--- src/rtl/pipe_controller.sv ---
// ---------------------------------------------------------------------------
// pipe_controller
//
// Control for a short in-order pipeline. It decodes the instruction held in
// the ID register into register-file read selects and ALU controls, and
// carries each destination register down a small pipeline to the writeback
// select. When an ID-stage source reads a register that an older, still
// in-flight instruction will write, it raises stall so that fetch holds its
// instruction. It also holds the ID register and injects a bubble.
//
// Parameters
//   WB_DEPTH   clock edges from ID capture to the writeback select (1..4)
//   HAZARD_EN  1: generate RAW stalls, 0: stall is tied low
//   ZERO_REG   1: register 0 is constant (never written, never a hazard)
//
// Ports
//   clk      rising-edge clock for all state
//   reset    synchronous, active-high reset
//   ibus     fetched instruction word
//   Aselect  one-hot rs read select (ID stage)
//   Bselect  one-hot rt read select (ID stage, R-type only)
//   Dselect  one-hot write select at the writeback stage
//   Imm      ID instruction is a legal I-type
//   S        ALU op: 000 XOR, 010 ADD, 011 SUB, 100 OR, 110 AND
//   Cin      ALU carry-in (set for SUB/SUBI)
//   stall    fetch must hold ibus for the next cycle
//   illegal  ID instruction cannot be decoded (handled as a bubble)
// ---------------------------------------------------------------------------
module pipe_controller #(
  parameter int WB_DEPTH  = 2,
  parameter int HAZARD_EN = 1,
  parameter int ZERO_REG  = 1
) (
  input  logic        clk,
  input  logic        reset,
  input  logic [31:0] ibus,
  output logic [31:0] Aselect,
  output logic [31:0] Bselect,
  output logic [31:0] Dselect,
  output logic        Imm,
  output logic [2:0]  S,
  output logic        Cin,
  output logic        stall,
  output logic        illegal
);

  typedef enum logic [1:0] {
    CLS_ILLEGAL,
    CLS_RTYPE,
    CLS_ITYPE
  } instr_cls_t;

  typedef enum logic [2:0] {
    ALU_XOR = 3'b000,
    ALU_ADD = 3'b010,
    ALU_SUB = 3'b011,
    ALU_OR  = 3'b100,
    ALU_AND = 3'b110
  } alu_op_t;

  function automatic logic [31:0] onehot(input logic [4:0] idx);
    onehot = 32'd1 << idx;
  endfunction

  // ID register and its fields
  logic [31:0] idex;
  logic [5:0]  op;
  logic [5:0]  func;
  logic [4:0]  rs;
  logic [4:0]  rt;
  logic [4:0]  rd;

  assign op   = idex[31:26];
  assign rs   = idex[25:21];
  assign rt   = idex[20:16];
  assign rd   = idex[15:11];
  assign func = idex[5:0];

  // Shift-amount bits of the R-type encoding are not used by this datapath.
  logic unused_shamt;
  assign unused_shamt = ^idex[10:6];

  // -------------------------------------------------------------------------
  // Decode
  // -------------------------------------------------------------------------
  instr_cls_t cls;
  alu_op_t    alu_op;

  always_comb begin
    // NOTE: defaults first, so every path assigns every output and no latch
    // is inferred for the unlisted op/func codes.
    cls    = CLS_ILLEGAL;
    alu_op = ALU_XOR;
    if (op == 6'b000000) begin
      case (func)
        6'b000011: begin cls = CLS_RTYPE; alu_op = ALU_ADD; end
        6'b000010: begin cls = CLS_RTYPE; alu_op = ALU_SUB; end
        6'b000001: begin cls = CLS_RTYPE; alu_op = ALU_XOR; end
        6'b000111: begin cls = CLS_RTYPE; alu_op = ALU_AND; end
        6'b000100: begin cls = CLS_RTYPE; alu_op = ALU_OR;  end
        default:   begin cls = CLS_ILLEGAL; alu_op = ALU_XOR; end
      endcase
    end else begin
      case (op)
        6'b000011: begin cls = CLS_ITYPE; alu_op = ALU_ADD; end
        6'b000010: begin cls = CLS_ITYPE; alu_op = ALU_SUB; end
        6'b000001: begin cls = CLS_ITYPE; alu_op = ALU_XOR; end
        6'b001111: begin cls = CLS_ITYPE; alu_op = ALU_AND; end
        6'b001100: begin cls = CLS_ITYPE; alu_op = ALU_OR;  end
        default:   begin cls = CLS_ILLEGAL; alu_op = ALU_XOR; end
      endcase
    end
  end

  logic rtype;
  logic itype;
  logic legal;

  assign rtype = (cls == CLS_RTYPE);
  assign itype = (cls == CLS_ITYPE);
  assign legal = rtype || itype;

  assign Aselect = onehot(rs);
  // The all-zero word is the reset bubble; it keeps its rt decode (register 0)
  // so both read ports idle on r0 after reset. Any other illegal word and
  // every I-type leave port B deselected.
  assign Bselect = (rtype || idex == 32'd0) ? onehot(rt) : 32'd0;
  assign Imm     = itype;
  assign S       = alu_op;
  assign Cin     = S[1] & S[0];
  assign illegal = !legal;

  // Destination of the ID instruction and whether it really writes.
  logic [4:0] id_dest;
  logic       id_valid;

  assign id_dest  = rtype ? rd : rt;
  assign id_valid = legal && ((id_dest != 5'd0) || (ZERO_REG == 0));

  // -------------------------------------------------------------------------
  // Destination pipeline: entry 0 follows ID, entry WB_DEPTH-1 is writeback.
  // -------------------------------------------------------------------------
  logic [WB_DEPTH-1:0] pipe_valid;
  logic [4:0]          pipe_dest [WB_DEPTH];

  always_ff @(posedge clk) begin
    // NOTE: non-blocking assignments for all state, so every register samples
    // the pre-edge values and the shift does not collapse.
    if (reset) begin
      idex       <= 32'd0;
      pipe_valid <= '0;
    end else begin
      if (!stall) begin
        idex <= ibus;
      end
      // A stalled ID instruction must not enter the pipeline yet: bubble.
      pipe_valid[0] <= id_valid && !stall;
      for (int k = 1; k < WB_DEPTH; k++) begin
        pipe_valid[k] <= pipe_valid[k-1];
      end
    end
  end

  // NOTE: the destination fields carry no reset; the valid bits alone decide
  // whether an entry means anything, so stale register numbers are harmless.
  always_ff @(posedge clk) begin
    pipe_dest[0] <= id_dest;
    for (int k = 1; k < WB_DEPTH; k++) begin
      pipe_dest[k] <= pipe_dest[k-1];
    end
  end

  assign Dselect = pipe_valid[WB_DEPTH-1] ? onehot(pipe_dest[WB_DEPTH-1]) : 32'd0;

  // -------------------------------------------------------------------------
  // RAW hazard. The last entry writes during the current cycle, so a read of
  // that register in ID already sees the new value and is not a hazard.
  // -------------------------------------------------------------------------
  logic rs_live;
  logic rt_live;
  logic hazard;

  assign rs_live = !((ZERO_REG != 0) && (rs == 5'd0));
  assign rt_live = !((ZERO_REG != 0) && (rt == 5'd0));

  always_comb begin
    hazard = 1'b0;
    for (int k = 0; k < WB_DEPTH - 1; k++) begin
      if (legal && pipe_valid[k]) begin
        if (rs_live && (rs == pipe_dest[k])) begin
          hazard = 1'b1;
        end
        if (rtype && rt_live && (rt == pipe_dest[k])) begin
          hazard = 1'b1;
        end
      end
    end
  end

  assign stall = (HAZARD_EN != 0) && hazard;

endmodule

--- config.mk ---
export PLATFORM = sky130hd
export DESIGN_NAME = pipe_controller
export DESIGN_NICKNAME = d
export VERILOG_FILES = /design/src/rtl/pipe_controller.sv
export SDC_FILE = /design/constraint.sdc
export NUM_CORES = 1
export LEC_CHECK = 0
export CAP_MARGIN = 20
export CORE_MARGIN = 3
export CORE_UTILIZATION = 41
export DETAILED_ROUTE_END_ITERATION = 8
export GPL_TIMING_DRIVEN = 0
export PLACE_DENSITY = 0.82
export SKIP_LAST_GASP = 1
export SLEW_MARGIN = 10
export SYNTH_ARGS = -nofsm -noshare
export SYNTH_HDL_FRONTEND = slang
export SYNTH_SLANG_ARGS = --single-unit
--- constraint.sdc ---
create_clock -name clk -period 2.45 [get_ports clk]
set_clock_uncertainty 0.1 [all_clocks]
set_input_delay 0.49 -clock clk [delete_from_list [all_inputs] [get_ports clk]]
set_output_delay 0.49 -clock clk [all_outputs]
set_load 0.05 [all_outputs]
==> metrics.txt, run 1 <==
status=complete, but fails checks; failing checks=negative setup slack; Final Non-Filler Cells=630; Area after DPL=roughly 4400 µm²; worst reg-to-reg path cell count=8; most frequent cells in the layout=nor2_1, nand3_1, buf_4; Hold Crit Depth=0; Overflow after GRT=0; GRT Overall Usage=0.237; share of cells above drive strength 1=0.369; Synth warnings=0; Slew headroom=0.639; Initial Util=0.430; Clock Sinks=44; CP Max Fanout=4; drt initial violations=between 200 and 250; I/O Pins=between 100 and 150; Port Buffer Count=135; # DRC=0; synthesized flop and latch total=between 40 and 50; Levels on crit path=8; vias per std cell=5.49; Leakage=a little over 2 nW; hold_buf cts=0; Nets=roughly 600; CORE AREA=6420 µm²; CP max-delay cell=or3_1; CTS Buf Count=5; routed via count=roughly 3500; Hold WC Path Type=reg2reg; setup slack after layout=-0.311 ns; largest net degree at the start of global routing=13; die area=just under 8000 µm²; worst-path cell chain=or3_1 -> buf_6 -> nor3_4 -> nor2b_4 -> a31o_4 -> nand3_4 -> nor2_4 -> buf_8; max-cap violations=0; P&R area growth vs syn=75.5%; Mapped Cells=between 300 and 400; Worst EP required=about 1.9 ns; drt total wl=10600 µm; sequential cell area fraction in the yosys report=0.319; design area=4840 µm²; syn_nets=424; post-route ant nets=0; commonest non-fill, non-tap cell in the layout=nor2_1; fillcell total=a little under 500; CP startpoint kind=flip-flop; Final Hold Violating Endpoints=0; first-pass GRT wire length=about 15000 µm; drt pass-1 iters=5; Avg Cell Area, Syn=between 7 and 8 µm²; Tcrit/Tclk final=1.13; critical path class=reg2out; PwrDens=352 nW/µm²; reg-to-reg startpoint=idex[18]$_SDFFE_PP0N_; VDD IR-drop max=roughly 330 µV; TritonCTS clock tree=yes; hold endpoint=pipe_dest[0][9]$_DFF_P_; CTS root buf=clkbuf_8; reg2reg setup slack=approximately 0.03 ns; hold path start=pipe_dest[0][4]$_DFF_P_; Final Util=0.754; clock-pin transition on the worst setup and hold timing paths=~0.080 ns; Total Power=roughly 1.7 mW; placed cell count=roughly 600; crit path buf inv count=2; Max Slew Vio Count=0; DP Wirelength=6630 µm; worst slack, placed=-0.829 ns; initial antenna violation count=0; CP top delay family=simple AND/OR/NAND/NOR gates; Ant. Diodes=0; Finish-stage setup viols=25; H-tree Lvls=2; Worst-Skew Late Latency=0.31 ns; routed wire length per instance=~17 µm; Worst-Margin Slew=~0.54 ns; slowest stage delay, CP=0.38 ns; r2r endpoint=idex[18]$_SDFFE_PP0N_; Die Wd=~90 µm; RSZ-0062 raised after global routing=true; Mapped Area=~2800 µm²; Worst setup EP type=primary output; fmax=between 300 and 400 MHz; Synth cell types=43; Die Y=around 88 µm; Max Root-Sink Buffers=2; WP data arrival=between 2 and 2.5 ns; RePlAce Congestion=0.802; vias in the first global route=3057; post-route minimum period=2.76 ns; num rows=29
cells in the mapped netlist, drive strengths merged:
| library cell | instances | area (µm²) |
|---|---|---|
| or2 | 3 | 18.8 |
| nor2b | 6 | 37.5 |
| o21ai | 31 | 155 |
| clkbuf | 12 | 45.0 |
| o41ai | 2 | 17.5 |
| buf | 23 | 140 |
| nor4bb | 1 | 10.0 |
| nand3b | 11 | 82.6 |
| or3 | 2 | 17.5 |
| a41o | 1 | 10.0 |
| xor2 | 3 | 26.3 |
| nor3 | 6 | 35.0 |
| a22oi | 1 | 7.51 |
| or3b | 4 | 35.0 |
| inv | 4 | 15.0 |
| and3 | 6 | 42.5 |
| mux2 | 5 | 56.3 |
| a31o | 1 | 8.76 |
| a21oi | 34 | 170 |
| xnor2 | 10 | 87.6 |
| nor4b | 1 | 8.76 |
| nor2 | 109 | 427 |
| nor3b | 3 | 22.5 |
| nand2 | 14 | 60.1 |
| nor4 | 3 | 48.8 |
| nand3 | 39 | 195 |
| o311ai | 1 | 26.3 |
| o2111ai | 1 | 8.76 |
| and2 | 1 | 6.26 |
| dfxtp | 44 | 881 |
| nand2b | 4 | 25.0 |
| nand4 | 3 | 18.8 |
| o211ai | 1 | 12.5 |
power breakdown:
group          leakage (nW)  switching [mW]  internal (mW)
Sequential            0.371          0.0503          0.758
Clock                0.0410           0.246          0.194
Combinational          1.65           0.258          0.198
Total                  2.06           0.555           1.15
through the flow:
| stage | TNS, ns | hold WS (ns) |
|---|---|---|
| final | -3.71 | 0.311 |
| after global routing | -6.19 | 0.321 |
| after CTS | -1.52 | 0.317 |
| after detailed placement | -22.88 | 0.298 |
| after global placement | -21.86 | 0.300 |
| after floorplan | -2.61 | 0.275 |
registers in the layout, indices dropped and copies added, names as in the netlist:
register	flops
idex	32
pipe_dest	10
pipe_valid	2
worst max path at each step:
| stage | from | end | slack (ns) |
|---|---|---|---|
| floorplan | idex[3]$_SDFFE_PP0N_ | Cin | -0.19 |
| CTS | idex[20]$_SDFFE_PP0N_ | Bselect[14] | -0.17 |
| detailed placement | idex[3]$_SDFFE_PP0N_ | Bselect[27] | -0.83 |
| finish | idex[20]$_SDFFE_PP0N_ | Bselect[13] | -0.31 |
| global placement | idex[3]$_SDFFE_PP0N_ | Bselect[24] | -0.77 |
| global route | idex[18]$_SDFFE_PP0N_ | stall | -0.38 |
timing repair:
action | in CTS | in global routing
gates resized for setup | 379 | 113
endpoints found under the setup margin | 102 | 75
setup buffers | 21 | 5
pin swaps | 24 | 16
logic make-up after synthesis:
group / share of synthesized area
XOR/XNOR: 0.0413
buffers and inverters: 0.0726
flip-flops: 0.319
AND/OR/NAND/NOR: 0.395
multiplexers: 0.0204
AO/OA/AOI/OAI: 0.151
per-layer routing:
| layer | vias to the layer above | track usage | wire, µm |
|---|---|---|---|
| li1 | 1652 | - | - |
| met5 | - | 0 | 0 |
| met2 | 196 | 0.430 | 5260 |
| met1 | 1580 | 0.290 | 4120 |
| met4 | 0 | 0.0591 | 302 |
| met3 | 28 | 0.0423 | 907 |
layout make-up:
cell class,instances,area (µm²),share of cell area
Multi-Input combinational cell,307,2050,0.423
Buffer,30,210,0.0434
Sequential cell,44,907,0.187
Tap cell,77,96.3,0.0199
Timing Repair Buffer,161,1490,0.307
Clock buffer,6,72.6,0.0150
Clock inverter,1,5.00,0.00103
Inverter,4,15.0,0.00310
(Power assumes the default switching activity.)
==> run 2, diff against run 1 <==
--- a/config.mk
+++ b/config.mk
@@ -10,7 +10,7 @@
 export CORE_UTILIZATION = 41
 export DETAILED_ROUTE_END_ITERATION = 8
 export GPL_TIMING_DRIVEN = 0
-export PLACE_DENSITY = 0.82
+export PLACE_DENSITY = 0.92
 export SKIP_LAST_GASP = 1
 export SLEW_MARGIN = 10
 export SYNTH_ARGS = -nofsm -noshare
==> run 2 against run 1 <==
Net effect:
- the flow still finishes with violations (negative setup slack)
- non-clock buffer count down 3
- sequential share of layout area down 0.37 points
- wire length up 7.6%
- highest routed layer unchanged
- core utilization up 2.1 points
- sequential power up 0.6%
==> metrics.txt, run 2 (same netlist as run 1, synthesis figures left out) <==
RSZ-0062 raised after global routing=true (unchanged); CP startpoint kind=flip-flop (unchanged); met2 GRT Util=0.459 (was 0.430); largest net degree at the start of global routing=15 (was 13); initial antenna violation count=0 (unchanged); Initial Util=0.430 (unchanged); slowest stage delay, CP=0.37 ns (was 0.38 ns); die area=7750 µm² (unchanged); P&R area growth vs syn=80.3% (was 75.5%); status=complete, but fails checks (unchanged); H-tree Lvls=2 (unchanged); CTS root buf=clkbuf_8 (unchanged); GRT Overall Usage=0.253 (was 0.237); CTS Buf Count=5 (unchanged); CORE AREA=6420 µm² (unchanged); vias in the first global route=3307 (was 3057); Finish-stage setup viols=33 (was 25); fmax=371 MHz (was 362 MHz); # DRC=0 (unchanged); routed via count=3571 (was 3456); Regs by FF count=idex x32, pipe_dest x10, pipe_valid x2 (unchanged); clock-pin transition on the worst setup and hold timing paths=0.10 ns (was 0.08 ns); CP max-delay cell=or3_4 (was or3_1); PwrDens=381 nW/µm² (was 352 nW/µm²); Overflow after GRT=0 (unchanged); Worst EP required=1.86 ns (about the same); Ant. Diodes=0 (unchanged); WP data arrival=2.11 ns (was 2.17 ns); most frequent cells in the layout=nor2_1, nand3_1, a21oi_1 (was nor2_1, nand3_1, buf_4); CP Max Fanout=4 (unchanged); Die Y=88.0 µm (unchanged); worst-path cell chain=or3_4 -> buf_6 -> nor3_4 -> nor2b_4 -> a31o_4 -> nand3_4 -> nor2_4 -> buf_8 (was or3_1 -> buf_6 -> nor3_4 -> nor2b_4 -> a31o_4 -> nand3_4 -> nor2_4 -> buf_8); critical path class=reg2out (unchanged); Clock Sinks=44 (unchanged); Final Hold Violating Endpoints=0 (unchanged); VDD IR-drop max=434 µV (was 326 µV); Nets=584 (was 587); failing checks=negative setup slack (unchanged); setup slack after layout=-0.245 ns (was -0.311 ns); Leakage=2.09 nW (was 2.06 nW); drt initial violations=239 (was 203); placed cell count=602 (unchanged); met3 GRT Util=0.0583 (was 0.0423); met1 Track Usage GR=0.286 (was 0.290); gr busiest metal=met2 (unchanged); drt total wl=11400 µm (was 10600 µm); post-route minimum period=2.70 ns (was 2.76 ns); max-cap violations=0 (unchanged); I/O Pins=137 (unchanged); Total Power=1.90 mW (was 1.70 mW); DP Wirelength=7070 µm (was 6630 µm); share of cells above drive strength 1=0.392 (was 0.369); Worst-Skew Late Latency=0.32 ns (was 0.31 ns); hold_buf cts=0 (unchanged); Hold WC Path Type=reg2reg (unchanged); post-route ant nets=0 (unchanged); Port Buffer Count=135 (unchanged); Worst setup EP type=primary output (unchanged); vias per std cell=5.69 (was 5.49); fillcell total=438 (was 493); drt pass-1 iters=4 (was 5); Slew headroom=0.658 (was 0.639); commonest non-fill, non-tap cell in the layout=nor2_1 (unchanged); Top reg by flops=idex (unchanged); num rows=29 (unchanged); Tcrit/Tclk final=1.10 (was 1.13); RePlAce Congestion=0.799 (was 0.802); Max Root-Sink Buffers=2 (unchanged); Die Wd=88.0 µm (unchanged); Final Util=0.775 (was 0.754); first-pass GRT wire length=15700 µm (was 14800 µm); TritonCTS clock tree=yes (unchanged); routed wire length per instance=18.1 µm (was 16.8 µm); max FFs per register=32 (unchanged); Final Non-Filler Cells=628 (was 630); Worst-Margin Slew=0.515 ns (was 0.542 ns); Max Slew Vio Count=0 (unchanged)
run 2: routing by layer:
layer / part of all wire / wire length (µm)
met1: 0.37 / 4260
met5: 0 / 0
met4: 0.039 / 450
met2: 0.50 / 5650
met3: 0.091 / 1040
run 2: path summary, 6_finish.rpt:
path,from,end,slack [ns],depth (start not counted)
min reg2reg,pipe_dest[0][3]$_DFF_P_,pipe_dest[0][8]$_DFF_P_,0.34,0
min,pipe_dest[0][3]$_DFF_P_,pipe_dest[0][8]$_DFF_P_,0.34,0
max,idex[17]$_SDFFE_PP0N_,Bselect[15],-0.25,8
max reg2reg,idex[3]$_SDFFE_PP0N_,idex[18]$_SDFFE_PP0N_,-0.03,10
run 2: area by class of cell:
type                            instances  area [µm²]  area share
Tap cell                               77        96.3      0.0194
Multi-Input combinational cell        307        2100       0.422
Timing Repair Buffer                  160        1520       0.305
Inverter                                4        15.0     0.00302
Clock buffer                            6        82.6      0.0166
Buffer                                 28         210      0.0423
Clock inverter                          2        38.8     0.00780
Sequential cell                        44         913       0.184
run 2: report_power, final:
group / internal [mW] / leakage, nW / switching [mW]
Clock: 0.334 / 0.0614 / 0.282
Combinational: 0.205 / 1.65 / 0.262
Sequential: 0.757 / 0.372 / 0.0568
run 2: per-stage QoR:
stage	TNS [ns]	cell area (µm²)	worst slack, ns	hold slack [ns]
final	-4.95	4970	-0.245	0.344
after global routing	-6.89	4970	-0.312	0.345
after CTS	-1.56	4720	-0.173	0.308
after detailed placement	-23.55	4360	-0.878	0.295
after global placement	-21.58	4360	-0.762	0.291
after floorplan	-2.61	2910	-0.194	0.275
run 2: critical path, delay by kind of cell, from the launching register on:
kind                   cells  cell delay [ns]
AO/OA/AOI/OAI              1             0.19
AND/OR/NAND/NOR            5             0.96
flip-flops                 1             0.34
buffers and inverters      2             0.30
run 2: timing repair:
| action | CTS | global route |
|---|---|---|
| setup buffers | 17 | 9 |
| pin swaps | 21 | 19 |
| endpoints found under the setup margin | 102 | 86 |
| gates resized for setup | 379 | 143 |
==> run 3, diff against run 2 <==
--- a/config.mk
+++ b/config.mk
@@ -10,7 +10,7 @@
 export CORE_UTILIZATION = 41
 export DETAILED_ROUTE_END_ITERATION = 8
 export GPL_TIMING_DRIVEN = 0
-export PLACE_DENSITY = 0.92
+export PLACE_DENSITY = 0.9
 export SKIP_LAST_GASP = 1
 export SLEW_MARGIN = 10
 export SYNTH_ARGS = -nofsm -noshare
==> run 3 against run 2 <==
Net effect:
- the run still ends with negative setup slack left
- largest cell class unchanged
- largest power group unchanged
- non-clock buffer count is 14 higher
- register-to-register slack got worse by 0.10 ns
- via count up 1.2%
==> metrics.txt, run 3 (same netlist as run 1, synthesis figures left out) <==
routed wire length per instance=18.0 µm (was 18.1 µm); CP startpoint kind=flip-flop (unchanged); slowest stage delay, CP=0.35 ns (was 0.37 ns); TritonCTS clock tree=yes (unchanged); Regs by FF count=idex x32, pipe_dest x10, pipe_valid x2 (unchanged); # DRC=0 (unchanged); CP max-delay cell=dfxtp_1 (was or3_4); status=complete, but fails checks (unchanged); critical path class=reg2out (unchanged); Ant. Diodes=0 (unchanged); Slew headroom=0.637 (was 0.658); GRT Overall Usage=0.253 (about the same); Initial Util=0.430 (unchanged); max-cap violations=0 (unchanged); largest net degree at the start of global routing=14 (was 15); switching share of power=0.329 (was 0.317); P&R area growth vs syn=80.2% (was 80.3%); hold_buf cts=0 (unchanged); Min Hold Slack=0.320 ns (was 0.344 ns); Final Hold Violating Endpoints=0 (unchanged); CORE AREA=6420 µm² (unchanged); worst slack, placed=-0.858 ns (was -0.878 ns); WP data arrival=2.15 ns (was 2.11 ns); Worst-Margin Slew=0.545 ns (was 0.515 ns); Comb pwr share=0.271 (was 0.246); post-route minimum period=2.74 ns (was 2.70 ns); Worst EP required=1.86 ns (about the same); max FFs per register=32 (unchanged); Nets=598 (was 584); Clock Sinks=44 (unchanged); RSZ-0062 raised after global routing=true (unchanged); RePlAce Congestion=0.830 (was 0.799); reg2reg setup slack=-0.13 ns (was -0.03 ns); drt initial violations=282 (was 239); Worst setup EP type=primary output (unchanged); total negative slack=-4.53 ns (was -4.95 ns); Final Non-Filler Cells=642 (was 628); Finish-stage setup viols=35 (was 33); CP top delay family=simple AND/OR/NAND/NOR gates (unchanged); share of cells above drive strength 1=0.407 (was 0.392); failing checks=negative setup slack (unchanged); VDD IR-drop max=327 µV (was 434 µV); first-pass GRT wire length=15600 µm (was 15700 µm); CTS root buf=clkbuf_8 (unchanged); initial antenna violation count=0 (unchanged); Max Slew Vio Count=0 (unchanged); fmax=365 MHz (was 371 MHz); vias in the first global route=3296 (was 3307); Flop pwr share=0.453 (was 0.429); placed cell count=602 (unchanged); Die Wd=88.0 µm (unchanged); Leakage=2.13 nW (was 2.09 nW); crit path buf inv count=1 (was 2); H-tree Lvls=2 (unchanged); drt total wl=11600 µm (was 11400 µm); Area after DPL=4360 µm² (unchanged); Worst-Skew Late Latency=0.31 ns (was 0.32 ns); most frequent cells in the layout=nor2_1, buf_4, nand3_1 (was nor2_1, nand3_1, a21oi_1); die area=7750 µm² (unchanged); Internal=1.20 mW (was 1.30 mW); routed via count=3613 (was 3571); PwrDens=359 nW/µm² (was 381 nW/µm²); Overflow after GRT=0 (unchanged); design area=4970 µm² (about the same); Clock Power Share=0.276 (was 0.325); reported net switching power=0.588 mW (was 0.601 mW); Die Y=88.0 µm (unchanged); post-route ant nets=0 (unchanged); DP Wirelength=6880 µm (was 7070 µm); Top reg by flops=idex (unchanged); CP Max Fanout=4 (unchanged); num rows=29 (unchanged); Port Buffer Count=135 (unchanged); commonest non-fill, non-tap cell in the layout=nor2_1 (unchanged); vias per std cell=5.63 (was 5.69); setup slack after layout=-0.291 ns (was -0.245 ns); clock-pin transition on the worst setup and hold timing paths=0.08 ns (was 0.10 ns); Tcrit/Tclk final=1.12 (was 1.10); worst-path cell chain=nor3_4 -> nor3b_4 -> and3_1 -> a31o_4 -> nand3_4 -> nor2_4 -> buf_6 (was or3_4 -> buf_6 -> nor3_4 -> nor2b_4 -> a31o_4 -> nand3_4 -> nor2_4 -> buf_8); I/O Pins=137 (unchanged); drt pass-1 iters=7 (was 4); Max Root-Sink Buffers=2 (unchanged); CTS Buf Count=5 (unchanged); Hold WC Path Type=reg2reg (unchanged)
==> run 3: cell count changes in the layout (fill, tap and decap cells not counted), sizes merged, moves of 2 or more <==
cell	before	now
buf	84	98
clkbuf	35	39
clkdlybuf4s15	12	8
dlygate4sd2	29	31
==> run 3: cell type report <==
class                           count  area (µm²)
Multi-Input combinational cell    307        2110
Timing Repair Buffer              172        1570
Fill cell                         439        1450
Sequential cell                    44         895
Buffer                             30         190
Tap cell                           77        96.3
Clock buffer                        7        86.3
Inverter                            4        15.0
Clock inverter                      1        7.51
==> run 3: power groups by stage <==
| stage | Sequential [mW] | Clock, mW | Combinational, mW |
|---|---|---|---|
| 2_1_floorplan | 0.797 | 0 | 0.262 |
| 3_3_place_gp | 0.804 | 0 | 0.380 |
| 3_5_place_dp | 0.807 | 0 | 0.388 |
| 4_1_cts | 0.799 | 0.477 | 0.421 |
| 5_1_grt | 0.814 | 0.507 | 0.511 |
| 6_report | 0.809 | 0.492 | 0.485 |
==> run 3: routing by layer <==
layer,share of wire,wire length (µm),track usage
met5,0,0,0
met1,0.38,4420,0.288
met3,0.093,1080,0.0706
met4,0.041,474,0.118
met2,0.48,5580,0.437
==> run 3: metrics by stage <==
stage	util	power, mW
floorplan	-	1.06
global placement	0.679	1.18
global route	0.774	1.83
finish	0.774	1.79
detailed placement	0.679	1.19
CTS	0.727	1.70
==> run 3: final timing paths <==
kind | from | end | cells past startpoint
max | idex[4]$_SDFFE_PP0N_ | Bselect[13] | 7
max reg2reg | idex[21]$_SDFFE_PP0N_ | idex[13]$_SDFFE_PP0N_ | 11
min reg2reg | pipe_dest[0][0]$_DFF_P_ | pipe_dest[0][5]$_DFF_P_ | 0
min | pipe_dest[0][0]$_DFF_P_ | pipe_dest[0][5]$_DFF_P_ | 0
==> run 3: timing repair <==
action / CTS / global route
buffers inserted: 22 / 15
setup endpoints to repair: 102 / 72
pin swaps: 19 / 22
resized for setup: 365 / 148
